## src/rtl/onehot_rr_arbiter_pkg.sv

```systemverilog
// Shared definitions for the one-hot round-robin arbiter slice.
//   state_t   : arbiter FSM states (IDLE, OFFER)
//   ARB_N     : default requester count
//   ptr_w()   : width of the priority pointer / grant index for n requesters
//   ARB_PTR_W : pointer width for the default requester count
package arb_pkg;

  typedef enum logic {
    IDLE  = 1'b0,
    OFFER = 1'b1
  } state_t;

  localparam int ARB_N = 4;

  // clog2 with a floor of 1 so a 2-requester pointer is still one bit wide
  function automatic int ptr_w(input int n);
    return (n <= 2) ? 1 : $clog2(n);
  endfunction

  localparam int ARB_PTR_W = ptr_w(ARB_N);

endpackage

```

## src/rtl/onehot_rr_arbiter_if.sv

```systemverilog
// Request/grant bundle between requesters, the arbiter and the downstream
// one-hot-to-binary encoder.
//   req         : request lines, bit i = requester i
//   grant       : one-hot grant (all-zero when grant_valid is low)
//   grant_valid : grant holds a live offer
//   grant_ready : downstream accepts the current offer this cycle
// Modports: master = arbiter side, slave = requester/consumer side.
interface onehot_rr_arbiter_if
  import arb_pkg::*;
#(
  parameter int N = ARB_N
);

  logic [N-1:0] req;
  logic [N-1:0] grant;
  logic         grant_valid;
  logic         grant_ready;

  modport master (
    input  req,
    input  grant_ready,
    output grant,
    output grant_valid
  );

  modport slave (
    output req,
    output grant_ready,
    input  grant,
    input  grant_valid
  );

endinterface

```

## src/rtl/onehot_rr_arbiter_rr_pick.sv

```systemverilog
// rr_pick: combinational round-robin selection.
//   req      : request lines
//   ptr      : highest-priority requester index
//   pick     : one-hot winner (all-zero when no request)
//   pick_idx : binary index of the winner (0 when no request)
//   any      : at least one request present
module rr_pick
  import arb_pkg::*;
#(
  parameter int N  = ARB_N,
  parameter int PW = ptr_w(N)
) (
  input  logic [N-1:0]  req,
  input  logic [PW-1:0] ptr,
  output logic [N-1:0]  pick,
  output logic [PW-1:0] pick_idx,
  output logic          any
);

  logic [2*N-1:0] masked;
  logic           found;
  int unsigned    sel;

  // Lower copy has bits below ptr masked off, upper copy is the full vector:
  // the first set bit of the doubled vector is the wrap-around winner.
  always_comb begin
    masked = {req, req};
    for (int unsigned k = 0; k < N; k++) begin
      if (k < 32'(ptr)) masked[k] = 1'b0;
    end

    found = 1'b0;
    sel   = 0;
    for (int unsigned k = 0; k < 2 * N; k++) begin
      if (!found && masked[k]) begin
        found = 1'b1;
        sel   = k;
      end
    end

    pick_idx = (sel >= N) ? PW'(sel - N) : PW'(sel);

    pick = '0;
    for (int unsigned k = 0; k < N; k++) begin
      pick[k] = found && (32'(pick_idx) == k);
    end

    any = found;
  end

endmodule

```

## src/rtl/onehot_rr_arbiter.sv

```systemverilog
// onehot_rr_arbiter: round-robin arbiter producing a registered one-hot grant
// with a valid/ready handshake. An offer is held (sticky, non-preemptible)
// until grant_ready; on transfer the pointer moves past the granted requester
// and the same-cycle requests are re-arbitrated, giving one grant per cycle.
//   clk   : clock, all state on rising edge
//   rst_n : asynchronous active-low reset
//   bus   : request/grant bundle (master modport)
module onehot_rr_arbiter
  import arb_pkg::*;
#(
  parameter int N = ARB_N
) (
  input  logic                   clk,
  input  logic                   rst_n,
  onehot_rr_arbiter_if.master    bus
);

  localparam int PW = ptr_w(N);

  state_t        state, state_n;
  logic [PW-1:0] ptr, ptr_n;
  logic [PW-1:0] gidx, gidx_n;
  logic [N-1:0]  grant, grant_n;
  logic          valid, valid_n;

  logic [PW-1:0] next_ptr;
  logic [PW-1:0] scan_ptr;
  logic [N-1:0]  pick;
  logic [PW-1:0] pick_idx;
  logic          any;

  // Pointer value that a transfer of the current grant would produce.
  assign next_ptr = (gidx == PW'(N - 1)) ? '0 : gidx + 1'b1;

  // While offering, the picker already looks ahead with the post-transfer
  // pointer so a transfer can reload back-to-back without a bubble.
  assign scan_ptr = (state == OFFER) ? next_ptr : ptr;

  rr_pick #(
    .N  (N),
    .PW (PW)
  ) u_pick (
    .req      (bus.req),
    .ptr      (scan_ptr),
    .pick     (pick),
    .pick_idx (pick_idx),
    .any      (any)
  );

  always_ff @(posedge clk or negedge rst_n) begin
    if (!rst_n) begin
      state <= IDLE;
      ptr   <= '0;
      gidx  <= '0;
      grant <= '0;
      valid <= 1'b0;
    end else begin
      state <= state_n;
      ptr   <= ptr_n;
      gidx  <= gidx_n;
      grant <= grant_n;
      valid <= valid_n;
    end
  end

  always_comb begin
    state_n = state;
    ptr_n   = ptr;
    gidx_n  = gidx;
    grant_n = grant;
    valid_n = valid;

    unique case (state)
      IDLE: begin
        if (any) begin
          grant_n = pick;
          gidx_n  = pick_idx;
          valid_n = 1'b1;
          state_n = OFFER;
        end
      end

      OFFER: begin
        if (bus.grant_ready) begin
          ptr_n = next_ptr;
          if (any) begin
            grant_n = pick;
            gidx_n  = pick_idx;
          end else begin
            grant_n = '0;
            valid_n = 1'b0;
            state_n = IDLE;
          end
        end
      end

      default: begin
        state_n = IDLE;
        grant_n = '0;
        valid_n = 1'b0;
      end
    endcase
  end

  assign bus.grant       = grant;
  assign bus.grant_valid = valid;

endmodule

```

## src/flat_wrapper.sv

```systemverilog
// flat-port wrapper written by rule: the top's interface ports become plain ports
module onehot_rr_arbiter_flat import arb_pkg::*;
#(
  parameter int N = ARB_N
)
  (clk, rst_n, bus_req, bus_grant_ready, bus_grant, bus_grant_valid);
  onehot_rr_arbiter_if #(.N(N)) bus_i ();
  input  logic clk;
  input  logic rst_n;
  input wire logic [$bits(bus_i.req)-1:0] bus_req;
  input wire logic [$bits(bus_i.grant_ready)-1:0] bus_grant_ready;
  output wire logic [$bits(bus_i.grant)-1:0] bus_grant;
  output wire logic [$bits(bus_i.grant_valid)-1:0] bus_grant_valid;
  assign bus_i.req = bus_req;
  assign bus_i.grant_ready = bus_grant_ready;
  assign bus_grant = bus_i.grant;
  assign bus_grant_valid = bus_i.grant_valid;
  onehot_rr_arbiter #(.N(N)) u_core (.clk(clk), .rst_n(rst_n), .bus(bus_i));
endmodule
```

## config.mk

```make
export PLATFORM = sky130hd
export DESIGN_NAME = onehot_rr_arbiter_flat
export DESIGN_NICKNAME = d
export VERILOG_FILES = /design/src/rtl/onehot_rr_arbiter_pkg.sv /design/src/rtl/onehot_rr_arbiter_if.sv /design/src/rtl/onehot_rr_arbiter_rr_pick.sv /design/src/rtl/onehot_rr_arbiter.sv /design/src/flat_wrapper.sv
export SDC_FILE = /design/constraint.sdc
export NUM_CORES = 1
export LEC_CHECK = 0
export CORE_MARGIN = 2
export CORE_UTILIZATION = 40
export CTS_CLUSTER_SIZE = 28
export DETAILED_ROUTE_END_ITERATION = 10
export GPL_TIMING_DRIVEN = 0
export HOLD_SLACK_MARGIN = 0.08
export PLACE_DENSITY_LB_ADDON = 0.1
export SYNTH_ARGS = -nofsm -noshare
export SYNTH_HDL_FRONTEND = slang
export SYNTH_SLANG_ARGS = --single-unit
```

## constraint.sdc

```tcl
create_clock -name clk -period 2.52 [get_ports clk]
set_clock_uncertainty 0.15 [all_clocks]
set_input_delay 0.756 -clock clk [delete_from_list [all_inputs] [get_ports clk]]
set_output_delay 0.756 -clock clk [all_outputs]
set_load 0.03 [all_outputs]
```

* Word level (Yosys, flattened, before mapping) *
Index checks and enable logic that the tools add are counted.
W data, S select, Z words.

storage, ports and cells
  input port bits = 7
  output and inout bits = 5
  register bits after elaboration = 10

cells by class
  reduce and logical (&&, ||, !) cells = 22
  bitwise operators = 1
  order comparisons = 4
  muxes and demuxes = 35
  add/subtract/negate cells = 2
  equal/unequal tests = 7

operators by type and width
  cell                   count
  $mux W32               6
  $ge A32 B3 Y1 const B  1
  $mux W1                17
  $mux W4                3
  $logic_and A1 B1 Y1    11
  $mux W2                5
  $pmux W4 S2            1
  $logic_not A1 Y1       7
  $eq A2 B2 Y1 const B   3
  $lt A1 B2 Y1 const A   2
  $ne A2 B2 Y1 const B   2
  $pmux W1 S2            2
  $pmux W2 S2            1
  $reduce_and A2 Y1      2
  $reduce_and A3 Y1      1
  $add A2 B1 Y2 const B  1
  $eq A2 B1 Y1 const B   1
  $logic_not A2 Y1       1
  $lt A2 B2 Y1 const A   1
  $ne A2 B1 Y1 const B   1
  $sub A2 B1 Y2 const B  1
  $not A1 Y1             1

* Depth between registers and ports, before layout *
Gate-level depths: netlist of the first run.

  depth in word-level cells = 34
  depth in mapped cells = 6
  mapped depth without buffers = 6

* By module *
Synthesis of the first run repeated with hierarchy kept, for this count alone.

second synthesis, totals
  cells, all modules = 72
  area, all modules = 703.2 um^2

by module, submodules not included
  module             times used  area each (um^2)  cells each
  onehot_rr_arbiter  1           501.7             40
  rr_pick            1           201.4             32

* Least setup slack after synthesis of the first run *
Ideal clock, no wire load.

  path type = flip-flop to flip-flop
  from = reg u_core.gidx[0]
  to = reg u_core.grant[0] (netlist: u_core.bus.grant[0])
  path slack = 601 ps
  required time = 2248 ps
  setup time = 122 ps
  data arrival time = 1647 ps
  path buffers = 0
  clock period less this slack = 1919 ps
  cell stages (with the launch flop) = 7
  cells stage by stage = dfrtp_1 -> ha_1 -> mux2_4 -> or2_1 -> o211ai_2 -> nand2_1 -> a32o_1

on the way
  longest elaborated chain between the ends = 34
  elaborated cells between the ends (all ways) = 50
  classes of those cells = 2 x add/sub; 4 x order compare; 2 x eq/ne; 25 x mux; 17 x reduce/logical

RTL lines
  element                                         line                             RTL
  from (decl)                                     onehot_rr_arbiter.sv:22          logic [PW-1:0] gidx, gidx_n;
  from (signal assigned)                          onehot_rr_arbiter.sv:60          gidx <= gidx_n;
  $add A2 B1 Y2 or $eq A2 B2 Y1 (tied branches)   onehot_rr_arbiter.sv:33          assign next_ptr = (gidx == PW'(N - 1)) ? '0 : gidx + 1'b1;
  $mux W2 *                                       onehot_rr_arbiter.sv:33
  named net u_core.next_ptr[1]                    onehot_rr_arbiter.sv:26          logic [PW-1:0] next_ptr;
  $mux W2 *                                       onehot_rr_arbiter.sv:37          assign scan_ptr = (state == OFFER) ? next_ptr : ptr;
  $lt A1 B2 Y1                                    onehot_rr_arbiter_rr_pick.sv:29  if (k < 32'(ptr)) masked[k] = 1'b0;
  $mux W1                                         onehot_rr_arbiter_rr_pick.sv:29
  $mux W1                                         onehot_rr_arbiter_rr_pick.sv:35  if (!found && masked[k]) begin
  $logic_not A1 Y1                                onehot_rr_arbiter_rr_pick.sv:35
  [... 19 more ...]                               n/a
  $mux W32                                        onehot_rr_arbiter_rr_pick.sv:35
  $ge A32 B3 Y1 or $sub A2 B1 Y2 (tied branches)  onehot_rr_arbiter_rr_pick.sv:41  pick_idx = (sel >= N) ? PW'(sel - N) : PW'(sel);
  $mux W2                                         onehot_rr_arbiter_rr_pick.sv:41
  $logic_not A2 Y1                                onehot_rr_arbiter_rr_pick.sv:45  pick[k] = found && (32'(pick_idx) == k);
  $logic_and A1 B1 Y1                             onehot_rr_arbiter_rr_pick.sv:45
  $mux W4                                         onehot_rr_arbiter.sv:86          if (any) begin
  $mux W4                                         onehot_rr_arbiter.sv:84          if (bus.grant_ready) begin
  $pmux W4 S2                                     onehot_rr_arbiter.sv:73          unique case (state)
  to (signal assigned)                            onehot_rr_arbiter.sv:61          grant <= grant_n;
  to (decl)                                       onehot_rr_arbiter.sv:23          logic [N-1:0] grant, grant_n;

The timed path passes the listed nets; every way through them passes the cells marked *. The select of a mux whose other input is x is not followed.
A chain may end at the register's enable or synchronous reset.

* Worst setup path in the final report of the first run *
  from = reg u_core.valid (netlist: u_core.bus.grant_valid)
  to = out bus_grant_valid

RTL lines
  element                 line                     RTL
  from (decl)             onehot_rr_arbiter.sv:24  logic valid, valid_n;
  from (signal assigned)  onehot_rr_arbiter.sv:62  valid <= valid_n;
  to (decl)               flat_wrapper.sv:13       output wire logic [$bits(bus_i.grant_valid)-1:0] bus_grant_valid;

No word-level cell between the ends.

==> results.sh, run 1 <==
export IMPL_synth_most_common_cell="nand2_1"
export IMPL_grt_pass1_wl_mm=2.26
export IMPL_dp_hpwl_um=946
export IMPL_slew_headroom_pct=69.7
export IMPL_grtUsageTotal_pct=16.8
export IMPL_crit_family="buffers and inverters"
export IMPL_die_area_um2=1810
export IMPL_cts_tree="done"
export IMPL_setup_tns_ns=0
export IMPL_diodes=0
export IMPL_drtAntennaViolNets=0
export IMPL_rsz0062_at_grt="false"
export IMPL_setup_violations=0
export IMPL_max_stage_delay_ns=0.68
export IMPL_fillers=124
export IMPL_fin_crit_sh_pct=88.0
export IMPL_crit_chain="clkdlybuf4s50_1"
export IMPL_netlist_top_cells_area="dfrtp_1 42%, nand2_1 7.6%, a32o_1 3.4%, a21oi_1 2.5%, mux2_4 2.5%"
export IMPL_cap_viol_max_count=0
export IMPL_syn_nets=70
export IMPL_critPathSlowestCell="clkdlybuf4s50_1"
export IMPL_htreeDepth=1
export IMPL_syn_to_final_growth_pct=27.8
export IMPL_cts_buffer_depth=2
export IMPL_synth_top_area_cell="dfrtp_1"
export IMPL_num_rows=13
export IMPL_via_per_inst=5.48
export IMPL_worstSetupStartpointType="flip-flop"
export IMPL_avgSynthCellArea_um2=9.59
export IMPL_worst_setup_path_end_kind="output port"
export IMPL_totalWireLength_mm=1.24
export IMPL_pwr_density_cell_nw_per_um2=1060
export IMPL_grt_pass1_vias=497
export IMPL_cts_made_buffers=3
export IMPL_fin_ws_ns=0.302
export IMPL_ff_latch_area_um2=250
export IMPL_grt_max_degree=11
export IMPL_synth_top_area_share_pct=42.1
export IMPL_drtIter0Drc=15
export IMPL_drive_above_1_share_pct=15.6
export IMPL_ir_worst_vdd_mv=0.453
export IMPL_worst_hold_path_type="reg -> reg"
export IMPL_start_util_pct=44.0
export IMPL_ctsHoldBuffers=0
export IMPL_clockRootBuffer="clkbuf_4"
export IMPL_finalHoldViolCount=0
export IMPL_dominantRegCellSynth="dfrtp_1"
export IMPL_ys_seq_area_share_pct=42.1
export IMPL_post_place_ws_ns=0.0586
export IMPL_drc_errors=0
export IMPL_gp_congestion=0.813
export IMPL_slew_violations=0
export IMPL_p_leak_nw=0.332
export IMPL_synth_warnings=0
export IMPL_drt_first_pass_iters=4
export IMPL_post_cts_buffers=0
export IMPL_die_w_um=42.5
export IMPL_async_reset_ff_share_pct=100
export IMPL_clk_pin_slew_ns=0.07
export IMPL_synth_commonest_cells="12 x nand2_1, 10 x dfrtp_1, 3 x a21oi_1"
export IMPL_io_pins=12
export IMPL_min_period_ns=2.22
export IMPL_multi_input_area_um2=325
export IMPL_synth_cell_type_count=32
export IMPL_cts_resized_gates=0
export IMPL_final_area_um2=759
export IMPL_status="completed"
export IMPL_overflow=0
export IMPL_cts_sinks=10
export IMPL_crit_buf_inv=1
export IMPL_worstPathRequired_ns=1.61
export IMPL_coreArea_um2=1350
export IMPL_tightest_slew_ns=0.454
export IMPL_syn_cell_area_um2=594
export IMPL_ys_ff_latch=10
export IMPL_synth_cells=62
export IMPL_vias=504
export IMPL_criticalPathCategory="reg -> out"
export IMPL_die_y_um=42.5
export IMPL_antenna_found_initial=0
export IMPL_io_buffer_count=11
export IMPL_nets=86
export IMPL_max_freq_ghz=0.451
export IMPL_routedWlPerCell_um=13.5
export IMPL_cp_arrival_ns=1.31
export IMPL_clock_latency_ns=0.27
export IMPL_placed_area_um2=723
export IMPL_total_power_mw=0.803
export IMPL_crit_fanout=3
export IMPL_synth_edf_count=0
## through the flow
stage	hold slack, ns	utilization (%)	cells
floorplan	0.303	-	62
global placement	0.323	53.6	88
detailed placement	0.336	53.6	88
CTS	0.352	56.3	92
global route	0.368	56.3	92
finish	0.344	56.3	92
## cells in the final DEF (no fill, tap or decap), types with 2 or more instances in the layout
| cell type | instances |
|---|---|
| clkbuf_4 | 3 |
| nand2_1 | 12 |
| nand3b_1 | 2 |
| nand2b_1 | 2 |
| clkdlybuf4s50_1 | 11 |
| inv_1 | 2 |
| o21ai_0 | 2 |
| a21oi_1 | 3 |
| nand3_1 | 2 |
| a32o_1 | 2 |
| nor2b_1 | 2 |
| dfrtp_1 | 10 |
| o21ai_1 | 2 |
## flip-flops by register name (all words and copies together), names as in the netlist
name                    count
u_core.gidx                 2
u_core.ptr                  2
u_core.state                1
u_core.bus.grant            4
u_core.bus.grant_valid      1
## kinds of logic (layout without fill, tap and decap cells)
logic type                 after synthesis  after routing  synth area share, %
buffers and inverters                    3             18                 3.16
muxes                                    2              2                 4.42
DFF                                     10             10                 42.1
AOI/OAI and AO/OA                       18             18                 22.9
and+or+nand+nor                         28             28                 25.3
adders and majority gates                1              1                 2.10
## worst min-delay path: stages (launching register included)
cell and delay, ns:
dfrtp_1 0.35, nand2_1 0.05, o21ai_1 0.06
## power by group
group | switching, mW | leakage (nW) | internal [mW] | total, mW
combinational | 0.202 | 0.189 | 0.182 | 0.384
clock | 0.0585 | 0.0210 | 0.0879 | 0.146
sequential | 0.0526 | 0.122 | 0.220 | 0.273
## final cells by class
| class | count | share of cell area, % |
|---|---|---|
| plain buffers | 1 | 1.48 |
| clock buffers | 4 | 4.78 |
| inverters | 2 | 0.988 |
| multi-input cells | 49 | 42.8 |
| flip-flops and latches | 10 | 32.9 |
| well taps | 15 | 2.47 |
| repair buffers | 11 | 14.5 |
## layer usage
layer	global-route usage, %	wire (um)	vias to the layer above	share of wire, %
li1	-	-	260	-
met1	24.9	650	230	52
met2	21.5	505	9	41
met3	4.31	58	5	4.7
met4	9.38	29	0	2.3
met5	0	0	-	0
## worst paths after layout
| check | from | endpoint | slack [ns] | cells past startpoint |
|---|---|---|---|---|
| max | u_core.bus.grant_valid | bus_grant_valid | 0.30 | 1 |
| min in group asynchronous | rst_n | u_core.bus.grant[3] | 0.65 | 1 |
| max reg2reg | u_core.gidx[0] | u_core.bus.grant[0] | 0.45 | 6 |
| max in group asynchronous | rst_n | u_core.gidx[1] | 1.26 | 1 |
| min reg2reg | u_core.bus.grant[1] | u_core.bus.grant[1] | 0.34 | 2 |
| min | u_core.bus.grant[1] | u_core.bus.grant[1] | 0.34 | 2 |
No activity file was read; power rests on OpenSTA's default activity.
==> run 2, diff against run 1 <==
CTS_BUF_LIST = sky130_fd_sc_hd__clkbuf_8   (was default)
CTS_CLUSTER_SIZE = 14   (was 28)
==> run 2 against run 1 <==
Clock power up 34%. Register-to-register slack hardly changed. Fmax shrank 1.2%. Clock-buffer cell count unchanged.
==> results.sh, run 2 (synthesized netlist as in run 1, its figures left out) <==
export IMPL_via_per_inst=5.51
export IMPL_num_rows=13
export IMPL_criticalPathCategory="in -> reg"
export IMPL_vias=507
export IMPL_worstPathRequired_ns=2.52
export IMPL_fillers=120
export IMPL_cts_tree="done"
export IMPL_slew_headroom_pct=69.5
export IMPL_max_stage_delay_ns=0.59
export IMPL_io_buffer_count=11
export IMPL_htreeDepth=1
export IMPL_hold_path_endpoint="u_core.bus.grant[1]"
export IMPL_max_freq_ghz=0.445
export IMPL_diodes=0
export IMPL_ir_worst_vdd_mv=0.562
export IMPL_crit_chain="clkdlybuf4s50_1 -> or4_4 -> o21ai_2 -> nand2_1 -> o21ai_1"
export IMPL_slew_violations=0
export IMPL_grt_max_degree=11
export IMPL_crit_fanout=6
export IMPL_worstSetupStartpointType="input port"
export IMPL_antenna_found_initial=0
export IMPL_drive_above_1_share_pct=15.6
export IMPL_grt_pass1_wl_mm=2.34
export IMPL_largest_register="u_core.bus.grant"
export IMPL_drc_errors=0
export IMPL_dp_hpwl_um=946
export IMPL_io_pins=12
export IMPL_worst_setup_path_end_kind="flip-flop"
export IMPL_coreArea_um2=1350
export IMPL_critPathSlowestCell="or4_4"
export IMPL_cts_buffer_depth=2
export IMPL_finalHoldViolCount=0
export IMPL_ff_latch_area_um2=250
export IMPL_worst_hold_path_type="reg -> reg"
export IMPL_crit_family="simple AND/OR/NAND/NOR gates"
export IMPL_reg2reg_depth=6
export IMPL_r2r_start="u_core.gidx[0]"
export IMPL_clockRootBuffer="clkbuf_8"
export IMPL_p_leak_nw=0.340
export IMPL_min_period_ns=2.24
export IMPL_cts_resized_gates=0
export IMPL_routedWlPerCell_um=13.7
export IMPL_fin_hold_ws_ns=0.339
export IMPL_status="completed"
export IMPL_gp_congestion=0.813
export IMPL_final_cell_mix="12 x nand2_1, 11 x clkdlybuf4s50_1, 10 x dfrtp_1, 4 x clkbuf_8, 3 x a21oi_1"
export IMPL_pwr_density_cell_nw_per_um2=1100
export IMPL_tightest_slew_ns=0.456
export IMPL_largest_register_ffs=4
export IMPL_nets=86
export IMPL_hp_start="u_core.bus.grant[1]"
export IMPL_rrSetupSlack_ns=0.44
export IMPL_setup_violations=0
export IMPL_drtAntennaViolNets=0
export IMPL_grt_pass1_vias=508
export IMPL_final_util_pct=57.6
export IMPL_clock_latency_ns=0.23
export IMPL_die_area_um2=1810
export IMPL_top_regs="u_core.bus.grant (4), u_core.gidx (2), u_core.ptr (2)"
export IMPL_drtIter0Drc=11
export IMPL_timing_rr_end="u_core.bus.grant[2]"
export IMPL_crit_buf_inv=1
export IMPL_cts_sinks=10
export IMPL_ctsHoldBuffers=0
export IMPL_die_y_um=42.5
export IMPL_fin_crit_sh_pct=89.1
export IMPL_post_cts_buffers=0
export IMPL_rsz0062_at_grt="false"
export IMPL_grtUsageTotal_pct=17.2
export IMPL_clk_pin_slew_ns=0.05
export IMPL_final_common_cell="nand2_1"
export IMPL_post_place_ws_ns=0.0586
export IMPL_start_util_pct=44.0
export IMPL_drt_first_pass_iters=4
export IMPL_die_w_um=42.5
export IMPL_totalWireLength_mm=1.26
export IMPL_cp_arrival_ns=2.25
export IMPL_overflow=0
export IMPL_cap_viol_max_count=0
export IMPL_fin_ws_ns=0.275
export IMPL_setup_tns_ns=0
export IMPL_hold_path_depth=2
export IMPL_multi_input_area_um2=325
export IMPL_syn_to_final_growth_pct=30.9
export IMPL_cts_made_buffers=3
[run 2: cell counts in the layout (fill, tap and decap cells not counted)]
Identical to the previous run, type by type.
[run 2: power breakdown]
part	internal, mW	total (mW)	leakage [nW]	switching [mW]
clock network	0.137	0.196	0.0288	0.0594
logic	0.182	0.385	0.189	0.203
registers	0.221	0.275	0.122	0.0540
total	0.540	0.857	0.340	0.317
[run 2: how the worst max path moves through the flow]
stage / startpoint / end / cells past startpoint
after floorplan: u_core.gidx[0] / u_core.bus.grant[0] / 6
after CTS: bus_req[0] / u_core.bus.grant[3] / 5
final: bus_req[0] / u_core.bus.grant[3] / 5
after global routing: bus_req[0] / u_core.bus.grant[3] / 5
after detailed placement: bus_req[0] / u_core.bus.grant[3] / 5
after global placement: bus_req[0] / u_core.bus.grant[3] / 5
[run 2: layout make-up]
cell class              instances  share of cell area, %
multi-input cells              49                   41.8
flip-flops and latches         10                   32.2
repair buffers                 11                   14.1
clock buffers                   4                   7.07
well taps                      15                   2.41
plain buffers                   1                   1.45
inverters                       2                  0.965
[run 2: per-stage QoR]
step                      instances  total power, mW  cell area [um2]
after global placement           88            0.654              723
after floorplan                  62            0.529              594
after detailed placement         88            0.660              723
after CTS                        92            0.863              778
final                            92            0.857              778
after global routing             92            0.918              778
[run 2: per-layer routing]
metal  share of wire (%)  track usage [%]  vias up
li1                    -                -      258
met1                  50             25.1      238
met2                  43             23.4        9
met3                 4.7             5.60        2
met4                 1.2             5.63        0
met5                   0                0        -
[run 2: tightest hold or removal path, cell delays in order (launching register included)]
cell	delay, ns
dfrtp_1	0.34
nand2_1	0.05
o21ai_1	0.06
